### src/rtl/axi4_lite_slave_pkg.sv
// Shared definitions for the AXI4-Lite register slave.
// Holds the response codes, default bus widths and the write/read FSM state encodings.
// No ports; imported by the interface users and the slave top.
package axi4_lite_Defs;

  localparam int ADDR_WIDTH = 32;
  localparam int DATA_WIDTH = 32;

  typedef enum logic [1:0] {
    OKAY   = 2'b00,
    SLVERR = 2'b10
  } resp_t;

  typedef enum logic [1:0] {
    WR_IDLE,
    WR_WAIT_W,
    WR_WAIT_AW,
    WR_RESP
  } wr_state_t;

  typedef enum logic {
    RD_IDLE,
    RD_DATA
  } rd_state_t;

endpackage

### src/rtl/axi4_lite_slave_if.sv
// AXI4-Lite bus bundle between a master (BFM) and the register slave.
// Ports: AW/W/B write channels, AR/R read channels; valid/ready handshakes.
// Modports: master drives requests and response readies, slave drives the rest.
interface axi4_lite_slave_if #(
  parameter int ADDR_WIDTH = 32,
  parameter int DATA_WIDTH = 32
);

  logic [ADDR_WIDTH-1:0]   AWADDR;
  logic                    AWVALID;
  logic                    AWREADY;
  logic [DATA_WIDTH-1:0]   WDATA;
  logic [DATA_WIDTH/8-1:0] WSTRB;
  logic                    WVALID;
  logic                    WREADY;
  logic [1:0]              BRESP;
  logic                    BVALID;
  logic                    BREADY;
  logic [ADDR_WIDTH-1:0]   ARADDR;
  logic                    ARVALID;
  logic                    ARREADY;
  logic [DATA_WIDTH-1:0]   RDATA;
  logic [1:0]              RRESP;
  logic                    RVALID;
  logic                    RREADY;

  modport slave (
    input  AWADDR, AWVALID, WDATA, WSTRB, WVALID, BREADY, ARADDR, ARVALID, RREADY,
    output AWREADY, WREADY, BRESP, BVALID, ARREADY, RDATA, RRESP, RVALID
  );

  modport master (
    output AWADDR, AWVALID, WDATA, WSTRB, WVALID, BREADY, ARADDR, ARVALID, RREADY,
    input  AWREADY, WREADY, BRESP, BVALID, ARREADY, RDATA, RRESP, RVALID
  );

endinterface

### src/rtl/axi4_lite_slave_regmem.sv
// DEPTH x 32 word storage with one byte-enabled write port and one registered read port.
// Ports: ACLK/ARESET (sync clear of all words and read data), we/wr_idx/wr_data/wr_strb,
// rd_en/rd_zero/rd_idx -> rd_data (loaded on rd_en, held otherwise; rd_zero forces 0).
module axi4_lite_regmem #(
  parameter int DEPTH = 16,
  parameter int IDX_W = $clog2(DEPTH)
) (
  input  logic             ACLK,
  input  logic             ARESET,
  input  logic             we,
  input  logic [IDX_W-1:0] wr_idx,
  input  logic [31:0]      wr_data,
  input  logic [3:0]       wr_strb,
  input  logic             rd_en,
  input  logic             rd_zero,
  input  logic [IDX_W-1:0] rd_idx,
  output logic [31:0]      rd_data
);

  logic [31:0] mem [DEPTH];

  // Read samples mem before this edge's write lands, so a same-edge
  // read/write collision returns the old word.
  always_ff @(posedge ACLK) begin
    if (ARESET) begin
      for (int i = 0; i < DEPTH; i++) mem[i] <= '0;
      rd_data <= '0;
    end else begin
      if (we) begin
        for (int b = 0; b < 4; b++) begin
          if (wr_strb[b]) mem[wr_idx][8*b +: 8] <= wr_data[8*b +: 8];
        end
      end
      if (rd_en) rd_data <= rd_zero ? 32'h0 : mem[rd_idx];
    end
  end

endmodule

### src/rtl/axi4_lite_slave.sv
// AXI4-Lite slave backing a small word-addressed register memory.
// Ports: ACLK, ARESET (sync, active-high), bus (slave modport: AW/W/B/AR/R channels).
// Independent write and read FSMs; all readies and response outputs are registered.
module axi4_lite_slave #(
  parameter int ADDR_WIDTH = axi4_lite_Defs::ADDR_WIDTH,
  parameter int DATA_WIDTH = axi4_lite_Defs::DATA_WIDTH,
  parameter int DEPTH      = 16
) (
  input  logic              ACLK,
  input  logic              ARESET,
  axi4_lite_slave_if.slave  bus
);
  import axi4_lite_Defs::*;

  localparam int IDX_W = $clog2(DEPTH);
  localparam logic [ADDR_WIDTH-1:0] ADDR_LIMIT = ADDR_WIDTH'(4 * DEPTH);

  // Write channel state
  wr_state_t               wr_state;
  logic                    awready;
  logic                    wready;
  logic                    bvalid;
  resp_t                   bresp;
  logic [ADDR_WIDTH-1:0]   aw_addr_q;
  logic [DATA_WIDTH-1:0]   w_data_q;
  logic [DATA_WIDTH/8-1:0] w_strb_q;

  logic                    aw_hs;
  logic                    w_hs;
  logic                    commit;
  logic [ADDR_WIDTH-1:0]   wr_addr;
  logic [DATA_WIDTH-1:0]   wr_data;
  logic [DATA_WIDTH/8-1:0] wr_strb;
  logic                    wr_ok;

  // Read channel state
  rd_state_t               rd_state;
  logic                    arready;
  logic                    rvalid;
  resp_t                   rresp;
  logic                    ar_hs;
  logic                    ar_ok;
  logic [31:0]             rd_data;

  // The commit happens on the edge of whichever handshake arrives last; the
  // payload of the earlier one comes from its capture register, the later
  // one straight off the bus.
  always_comb begin
    aw_hs  = bus.AWVALID && awready;
    w_hs   = bus.WVALID && wready;
    commit = 1'b0;
    case (wr_state)
      WR_IDLE:    commit = aw_hs && w_hs;
      WR_WAIT_W:  commit = w_hs;
      WR_WAIT_AW: commit = aw_hs;
      default:    commit = 1'b0;
    endcase
    wr_addr = (wr_state == WR_WAIT_W)  ? aw_addr_q : bus.AWADDR;
    wr_data = (wr_state == WR_WAIT_AW) ? w_data_q  : bus.WDATA;
    wr_strb = (wr_state == WR_WAIT_AW) ? w_strb_q  : bus.WSTRB;
    wr_ok   = wr_addr < ADDR_LIMIT;
    ar_hs   = bus.ARVALID && arready;
    ar_ok   = bus.ARADDR < ADDR_LIMIT;
  end

  always_ff @(posedge ACLK) begin
    if (ARESET) begin
      wr_state  <= WR_IDLE;
      awready   <= 1'b0;
      wready    <= 1'b0;
      bvalid    <= 1'b0;
      bresp     <= OKAY;
      aw_addr_q <= '0;
      w_data_q  <= '0;
      w_strb_q  <= '0;
    end else if (commit) begin
      wr_state <= WR_RESP;
      awready  <= 1'b0;
      wready   <= 1'b0;
      bvalid   <= 1'b1;
      bresp    <= wr_ok ? OKAY : SLVERR;
    end else begin
      case (wr_state)
        WR_IDLE: begin
          if (aw_hs) begin
            wr_state  <= WR_WAIT_W;
            aw_addr_q <= bus.AWADDR;
            awready   <= 1'b0;
            wready    <= 1'b1;
          end else if (w_hs) begin
            wr_state <= WR_WAIT_AW;
            w_data_q <= bus.WDATA;
            w_strb_q <= bus.WSTRB;
            awready  <= 1'b1;
            wready   <= 1'b0;
          end else begin
            awready <= 1'b1;
            wready  <= 1'b1;
          end
        end
        WR_RESP: begin
          if (bus.BREADY) begin
            wr_state <= WR_IDLE;
            bvalid   <= 1'b0;
            awready  <= 1'b1;
            wready   <= 1'b1;
          end
        end
        default: ;  // waiting states hold until commit
      endcase
    end
  end

  always_ff @(posedge ACLK) begin
    if (ARESET) begin
      rd_state <= RD_IDLE;
      arready  <= 1'b0;
      rvalid   <= 1'b0;
      rresp    <= OKAY;
    end else begin
      case (rd_state)
        RD_IDLE: begin
          if (ar_hs) begin
            rd_state <= RD_DATA;
            arready  <= 1'b0;
            rvalid   <= 1'b1;
            rresp    <= ar_ok ? OKAY : SLVERR;
          end else begin
            arready <= 1'b1;
          end
        end
        default: begin
          if (bus.RREADY) begin
            rd_state <= RD_IDLE;
            rvalid   <= 1'b0;
            arready  <= 1'b1;
          end
        end
      endcase
    end
  end

  axi4_lite_regmem #(
    .DEPTH (DEPTH),
    .IDX_W (IDX_W)
  ) u_mem (
    .ACLK    (ACLK),
    .ARESET  (ARESET),
    .we      (commit && wr_ok),
    .wr_idx  (wr_addr[IDX_W+1:2]),
    .wr_data (wr_data),
    .wr_strb (wr_strb),
    .rd_en   (ar_hs),
    .rd_zero (!ar_ok),
    .rd_idx  (bus.ARADDR[IDX_W+1:2]),
    .rd_data (rd_data)
  );

  assign bus.AWREADY = awready;
  assign bus.WREADY  = wready;
  assign bus.BVALID  = bvalid;
  assign bus.BRESP   = bresp;
  assign bus.ARREADY = arready;
  assign bus.RVALID  = rvalid;
  assign bus.RRESP   = rresp;
  assign bus.RDATA   = rd_data;

endmodule

### src/flat_wrapper.sv
// flat-port wrapper written by rule: the top's interface ports become plain ports
module axi4_lite_slave_flat import axi4_lite_Defs::*;
#(
  parameter int ADDR_WIDTH = axi4_lite_Defs::ADDR_WIDTH,
  parameter int DATA_WIDTH = axi4_lite_Defs::DATA_WIDTH,
  parameter int DEPTH      = 16
)
  (ACLK, ARESET, bus_AWADDR, bus_AWVALID, bus_WDATA, bus_WSTRB, bus_WVALID, bus_BREADY, bus_ARADDR, bus_ARVALID, bus_RREADY, bus_AWREADY, bus_WREADY, bus_BRESP, bus_BVALID, bus_ARREADY, bus_RDATA, bus_RRESP, bus_RVALID);
  axi4_lite_slave_if #(.ADDR_WIDTH(ADDR_WIDTH), .DATA_WIDTH(DATA_WIDTH)) bus_i ();
  input  logic ACLK;
  input  logic ARESET;
  input wire logic [$bits(bus_i.AWADDR)-1:0] bus_AWADDR;
  input wire logic [$bits(bus_i.AWVALID)-1:0] bus_AWVALID;
  input wire logic [$bits(bus_i.WDATA)-1:0] bus_WDATA;
  input wire logic [$bits(bus_i.WSTRB)-1:0] bus_WSTRB;
  input wire logic [$bits(bus_i.WVALID)-1:0] bus_WVALID;
  input wire logic [$bits(bus_i.BREADY)-1:0] bus_BREADY;
  input wire logic [$bits(bus_i.ARADDR)-1:0] bus_ARADDR;
  input wire logic [$bits(bus_i.ARVALID)-1:0] bus_ARVALID;
  input wire logic [$bits(bus_i.RREADY)-1:0] bus_RREADY;
  output wire logic [$bits(bus_i.AWREADY)-1:0] bus_AWREADY;
  output wire logic [$bits(bus_i.WREADY)-1:0] bus_WREADY;
  output wire logic [$bits(bus_i.BRESP)-1:0] bus_BRESP;
  output wire logic [$bits(bus_i.BVALID)-1:0] bus_BVALID;
  output wire logic [$bits(bus_i.ARREADY)-1:0] bus_ARREADY;
  output wire logic [$bits(bus_i.RDATA)-1:0] bus_RDATA;
  output wire logic [$bits(bus_i.RRESP)-1:0] bus_RRESP;
  output wire logic [$bits(bus_i.RVALID)-1:0] bus_RVALID;
  assign bus_i.AWADDR = bus_AWADDR;
  assign bus_i.AWVALID = bus_AWVALID;
  assign bus_i.WDATA = bus_WDATA;
  assign bus_i.WSTRB = bus_WSTRB;
  assign bus_i.WVALID = bus_WVALID;
  assign bus_i.BREADY = bus_BREADY;
  assign bus_i.ARADDR = bus_ARADDR;
  assign bus_i.ARVALID = bus_ARVALID;
  assign bus_i.RREADY = bus_RREADY;
  assign bus_AWREADY = bus_i.AWREADY;
  assign bus_WREADY = bus_i.WREADY;
  assign bus_BRESP = bus_i.BRESP;
  assign bus_BVALID = bus_i.BVALID;
  assign bus_ARREADY = bus_i.ARREADY;
  assign bus_RDATA = bus_i.RDATA;
  assign bus_RRESP = bus_i.RRESP;
  assign bus_RVALID = bus_i.RVALID;
  axi4_lite_slave #(.ADDR_WIDTH(ADDR_WIDTH), .DATA_WIDTH(DATA_WIDTH), .DEPTH(DEPTH)) u_core (.ACLK(ACLK), .ARESET(ARESET), .bus(bus_i));
endmodule
### config.mk
export PLATFORM = sky130hd
export DESIGN_NAME = axi4_lite_slave_flat
export DESIGN_NICKNAME = d
export VERILOG_FILES = /design/src/rtl/axi4_lite_slave_pkg.sv /design/src/rtl/axi4_lite_slave_if.sv /design/src/rtl/axi4_lite_slave_regmem.sv /design/src/rtl/axi4_lite_slave.sv /design/src/flat_wrapper.sv
export SDC_FILE = /design/constraint.sdc
export NUM_CORES = 1
export LEC_CHECK = 0
export CAP_MARGIN = 40
export CORE_MARGIN = 2
export CORE_UTILIZATION = 55
export CTS_BUF_LIST = sky130_fd_sc_hd__clkbuf_16
export DETAILED_ROUTE_END_ITERATION = 16
export GPL_TIMING_DRIVEN = 1
export PLACE_DENSITY = 0.77
export SLEW_MARGIN = 5
export SYNTH_ARGS = -nofsm -noshare
export SYNTH_HDL_FRONTEND = slang
export SYNTH_SLANG_ARGS = --single-unit
### constraint.sdc
create_clock -name ACLK -period 3.3 [get_ports ACLK]
set_input_delay 0.33 -clock ACLK [delete_from_list [all_inputs] [get_ports ACLK]]
set_output_delay 0.33 -clock ACLK [all_outputs]
set_load 0.05 [all_outputs]
==> Word level (Yosys, flattened, before mapping) <==
Memories as Yosys holds them, arrays and structs flattened.
Index checks and enable logic that the tools add are counted.
{ "totals": {"ff_bits": 112, "mem_bits_rw": 512, "input_bits": 107, "output_inout_bits": 41, "word_cells": 97, "n_memories": 1} }
{ "memory_table": {"columns": ["memory", "depth", "word_bits", "read_ports", "rd_clocked_by_memory_dff", "write_ports", "line_no", "source"], "rows": [
  ["u_core.u_mem.mem", 16, 32, 1, 0, 16, "axi4_lite_slave_regmem.sv:20", "logic [31:0] mem [DEPTH];"]
]} }
{ "op_classes": {"magnitude_cmp": 2, "eq_ne": 7, "muxes": 51, "bitwise_logic": 3, "reduce_logical": 20} }
{ "ops": {"columns": ["operator", "n"], "rows": [
  ["$mux W32", 4],
  ["$lt A32 B7 Y1 const B", 2],
  ["$mux W1", 34],
  ["$reduce_or A32 Y1", 1],
  ["$mux W2", 6],
  ["$mux W4", 3],
  ["$reduce_and A2 Y1", 4],
  ["$reduce_bool A2 Y1", 4],
  ["$reduce_and A3 Y1", 2],
  ["$logic_and A1 B1 Y1", 5],
  ["$eq A2 B2 Y1 const B", 2],
  ["$ne A2 B2 Y1 const B", 2],
  ["$ne A4 B1 Y1 const B", 1],
  ["$pmux W1 S2", 2],
  ["$pmux W2 S2", 1],
  ["$reduce_and A4 Y1", 1],
  ["$ne A3 B2 Y1 const B", 1],
  ["$not A1 Y1", 3],
  ["$pmux W1 S3", 1],
  ["$reduce_bool A3 Y1", 1],
  ["$eq A2 B1 Y1 const B", 1],
  ["$logic_not A2 Y1", 1],
  ["$reduce_or A2 Y1", 1]
]} }

==> Depth between registers and ports, before layout <==
{ "logic_depth": {"ltp_word": 9, "mapped_depth": 10, "depth_no_buf": 7} }

==> By module <==
From an unflattened synthesis, not the netlist that was laid out.
{ "hier_totals": {"cells_unflattened": 2091, "hier_area_um2": 28021.9} }
{ "by_module_without_submodules": {"columns": ["module", "n_inst", "cells_each", "area_each_um2", "seq_area_each_um2"], "rows": [
  ["axi4_lite_regmem", 1, 1671, 24659.9, 16015.4],
  ["axi4_lite_slave", 1, 420, 3362.0, 1521.5]
]} }

==> Worst setup path before layout <==
OpenSTA, ideal clock, no wires.
{ "synth_timing": {"path_kind": "register -> register", "start": "reg u_core.awready, in the netlist u_core.bus.AWREADY", "end": "mem u_core.u_mem.mem[10][0] (enable)", "setup_ns": 0.375, "t_arrival_ns": 3.004, "t_required_ns": 2.925, "path_slack_ns": -0.078, "stages_incl_launch_ff": 7, "path_buffers": 1, "synth_period_minus_slack_ns": 3.378, "cell_sequence": "dfxtp_1 -> nand2_1 -> o21a_1 -> buf_6 -> a2111oi_4 -> o21ai_4 -> o21bai_1"} }
{ "synth_lines": {"columns": ["item", "line_no", "source"], "rows": [
  ["start: declaration", "axi4_lite_slave.sv:20", "logic awready;"],
  ["start signal: assignment", "axi4_lite_slave.sv:69", "awready <= 1'b0;"],
  ["start signal: assignment", "axi4_lite_slave.sv:78", "awready <= 1'b0;"],
  ["start signal: assignment", "axi4_lite_slave.sv:88", "awready <= 1'b0;"],
  ["end: declaration", "axi4_lite_slave_regmem.sv:20", null]
]} }

==> metrics <==
Post-CTS Hold Buffers 0; share of final-layout standard cells stronger than drive strength 1 0.3565; arrival time of the worst setup path 3460 ps; origin of the worst min-delay path bus_WDATA[19]; remaining antenna violation count 0; startpoint type of the worst setup path flop; Seq. cell area 17540 sq um; number of flops mapped to enable cells by yosys 512; Final Routed Wirelength 68060 microns; worst setup skew after layout 25.88 ps; Clock Sink Count 620; buffers inserted by post-CTS timing repair 0; Relative slew margins 0.3807; overall fraction of global-route tracks in use 0.2589; Crit Path Category reg -> reg; launch point of the worst path u_core.wr_state[1]$_SDFFE_PP0P_; crit path time final 3138 ps; fin util 0.6390; mux share of post-synthesis cell area 0.1149; DRC Markers 0; Final setup viols 0; reported leakage power 10.43 nW; clock latency at the later pin of the worst-skew pair 640 ps; pin count of the biggest net entering global routing 90; Clock Power Share 0.371; sequential area share after synthesis 0.6136; Post-Syn Instances 2044; top cell type by total area after synthesis sky130_fd_sc_hd__edfxtp_1; maximum operating frequency 318.6 MHz; wire per inst 23.27 microns; design internal power 0.01351 W; setup repair after global routing missed its margin true; clock slew seen by the registers of the worst setup and hold paths 60 ps; post-synthesis register bit count 620; maximum count of clock buffers along a single path 3; share of synthesized flip-flops with an asynchronous set or reset 0; clock tree from TritonCTS done; dpl hpwl 45580 microns; overall power after layout 0.01818 W; Max IR drop VDD 0.4345 mV; count of input and output buffers 141; detailed-routing iteration count for the pre-antenna-repair pass 5; Post-Syn Area per Cell 13.98 sq um; number of top-level pins 148; final clock period utilization by the worst path 0.9510; number of H-tree branching levels 2; leading post-synthesis cells by cell area sky130_fd_sc_hd__edfxtp_1, sky130_fd_sc_hd__mux4_2, sky130_fd_sc_hd__dfxtp_1; horizontal extent of the die 232.0 microns; starting density of the core 0.5571; net switching power figure 0.004671 W; fin nets 2302; max cap viols 0; Final Hold Fails 0; count of pins over their slew limit 0; combinational fraction of design power 0.137; Resized Gates After CTS 0; Hold/Removal Path Class in -> reg; first-pass GRT wire length 104800 microns; combinational family with the most area after synthesis simple AND/OR/NAND/NOR gates; Row Count 83; clock tree root buffer cell sky130_fd_sc_hd__clkbuf_16; total gr overflow 0; Final GP Congestion 0.8225; R2R Setup Slk 160 ps; most common cell after layout, fill and taps aside sky130_fd_sc_hd__edfxtp_1; die area 53800 sq um; die height 232.0 microns; post-synthesis to final-layout area growth 14.71%; worst reg2reg startpoint u_core.wr_state[1]$_SDFFE_PP0P_; number of DRC markers after the initial detailed-route iteration 1811; number of buffers created by CTS 61; complex-gate fraction of the synthesized area 0.09549; number of distinct standard cells referenced by the synthesized netlist 55; number of antenna violations at the first check in global routing 2; Reg power frac 0.492; area of the mapped netlist 28580 sq um; detailed-route vias per instance 6.042; commonest non-fill, non-tap cells in the layout sky130_fd_sc_hd__edfxtp_1, sky130_fd_sc_hd__nor2_2, sky130_fd_sc_hd__nor2_1; largest fanout of any net on the critical path 16; area fraction of the dominant cell type after synthesis 0.5380; result of the run finished clean; area occupied by multi-input gates 10090 sq um; via count of the first global-routing pass 18050; main flop type after synthesis sky130_fd_sc_hd__edfxtp_1; Core Box Area 51300 sq um; synthesized-area fraction occupied by xor and xnor cells 0; Post-Synth Adder-Cell Area 0.001751; Yosys warnings 0; PD cells 554.7 nW/um^2; Simple-Gate Fraction of Synth Area 0.1388; pin slew with the least headroom to its limit 928.9 ps; switching part of the total power 0.2569; via count 17670; final-layout fill cell count 3632; crit end category flop; required time reported for the critical path endpoint 3630 ps
==> metal layers <==
metal / global-route usage / share of wire / routed length, microns
met5: 0 / 0 / 0
met4: 0.09776 / 0.035 / 2357
met1: 0.3382 / 0.39 / 26310
met2: 0.4328 / 0.49 / 33570
met3: 0.04862 / 0.086 / 5826
==> worst max-delay path, stage by stage (launching register included) <==
cell and delay, ps:
sky130_fd_sc_hd__dfxtp_1 380, sky130_fd_sc_hd__inv_1 90, sky130_fd_sc_hd__ha_1 300, sky130_fd_sc_hd__buf_4 230, sky130_fd_sc_hd__o31ai_1 550, sky130_fd_sc_hd__nand2_2 580, sky130_fd_sc_hd__o21bai_1 450, sky130_fd_sc_hd__buf_4 240
==> sequential cells by signal, summed over array words and instances, names as in the netlist <==
signal                flops
u_core.aw_addr_q         30
u_core.bus.ARREADY        1
u_core.bus.AWREADY        1
u_core.bus.BRESP          1
u_core.bus.BVALID         1
u_core.bus.RRESP          1
u_core.bus.RVALID         1
u_core.bus.WREADY         1
u_core.rd_state           1
u_core.u_mem.mem        512
u_core.u_mem.rd_data     32
u_core.w_data_q          32
u_core.w_strb_q           4
u_core.wr_state           2
==> power groups by stage <==
| stage | Clock (W) | Sequential (W) | Combinational, W |
|---|---|---|---|
| 3_3_place_gp | 0 | 0.00908 | 0.00241 |
| 5_1_grt | 0.00706 | 0.00898 | 0.00266 |
| 4_1_cts | 0.00680 | 0.00895 | 0.00249 |
| 6_report | 0.00674 | 0.00895 | 0.00249 |
| 2_1_floorplan | 0 | 0.00913 | 0.00160 |
| 3_5_place_dp | 0 | 0.00911 | 0.00248 |
==> logic make-up after synthesis <==
| family | count (synthesis) |
|---|---|
| AND/OR/NAND/NOR | 777 |
| flip-flops | 620 |
| AO/OA/AOI/OAI | 296 |
| buffers and inverters | 182 |
| multiplexers | 164 |
| adder cells (fa/ha/maj) | 4 |
| other | 1 |
==> final timing paths <==
| check | depth (start not counted) | endpoint |
|---|---|---|
| setup reg to reg | 7 | u_core.u_mem.mem[8][4]$_SDFFCE_PN0P_ |
| hold / removal | 3 | u_core.w_data_q[19]$_SDFFE_PP0P_ |
| setup / recovery | 7 | u_core.u_mem.mem[8][4]$_SDFFCE_PN0P_ |
| hold reg to reg | 2 | u_core.w_data_q[17]$_SDFFE_PP0P_ |
==> Yosys cell counts, types with 3 or more instances <==
master	number
sky130_fd_sc_hd__dfxtp_1	108
sky130_fd_sc_hd__o211ai_4	32
sky130_fd_sc_hd__o21ai_1	6
sky130_fd_sc_hd__nand2_1	190
sky130_fd_sc_hd__nor2_2	320
sky130_fd_sc_hd__a21o_1	3
sky130_fd_sc_hd__clkbuf_1	116
sky130_fd_sc_hd__nand3_1	9
sky130_fd_sc_hd__a31oi_1	4
sky130_fd_sc_hd__mux2_2	32
sky130_fd_sc_hd__nor2_1	211
sky130_fd_sc_hd__nand4_1	3
sky130_fd_sc_hd__inv_1	3
sky130_fd_sc_hd__a2111oi_4	4
sky130_fd_sc_hd__o21ai_0	32
sky130_fd_sc_hd__nor4_4	4
sky130_fd_sc_hd__ha_1	4
sky130_fd_sc_hd__o21bai_1	26
sky130_fd_sc_hd__a22oi_1	3
sky130_fd_sc_hd__a221oi_1	29
sky130_fd_sc_hd__a22o_1	29
sky130_fd_sc_hd__nor2b_1	5
sky130_fd_sc_hd__buf_6	40
sky130_fd_sc_hd__buf_2	5
sky130_fd_sc_hd__buf_4	4
sky130_fd_sc_hd__nand2b_1	5
sky130_fd_sc_hd__nor3_1	6
sky130_fd_sc_hd__mux2i_1	4
sky130_fd_sc_hd__nor4_1	10
sky130_fd_sc_hd__edfxtp_1	512
sky130_fd_sc_hd__buf_1	12
sky130_fd_sc_hd__o21bai_2	40
sky130_fd_sc_hd__nand3b_1	4
sky130_fd_sc_hd__o21ai_4	4
sky130_fd_sc_hd__mux4_2	128
sky130_fd_sc_hd__a21oi_1	72
==> area by class of cell <==
type	instances	area share
Antenna cell	4	0.0003053
Clock buffer	62	0.04733
Clock inverter	51	0.01134
Inverter	3	0.0003435
Multi-Input combinational cell	1243	0.3077
Sequential cell	620	0.5349
Tap cell	680	0.02595
Timing Repair Buffer	262	0.07210
==> metrics by stage <==
step | std cells | TNS [ps] | hold slack, ps | setup slack [ps] | instance area, sq um
6_report | 2925 | 0 | 275.9 | 161.7 | 32780
5_1_grt | 2921 | -224.6 | 287.6 | -47.15 | 32770
4_1_cts | 2921 | 0 | 244.3 | 184.7 | 32770
3_5_place_dp | 2808 | 0 | 443.2 | 195.5 | 30850
3_3_place_gp | 2807 | 0 | 437.8 | 212.3 | 30830
2_1_floorplan | 2045 | 0 | 432.9 | 33.87 | 28580
(Power assumes the default switching activity.)
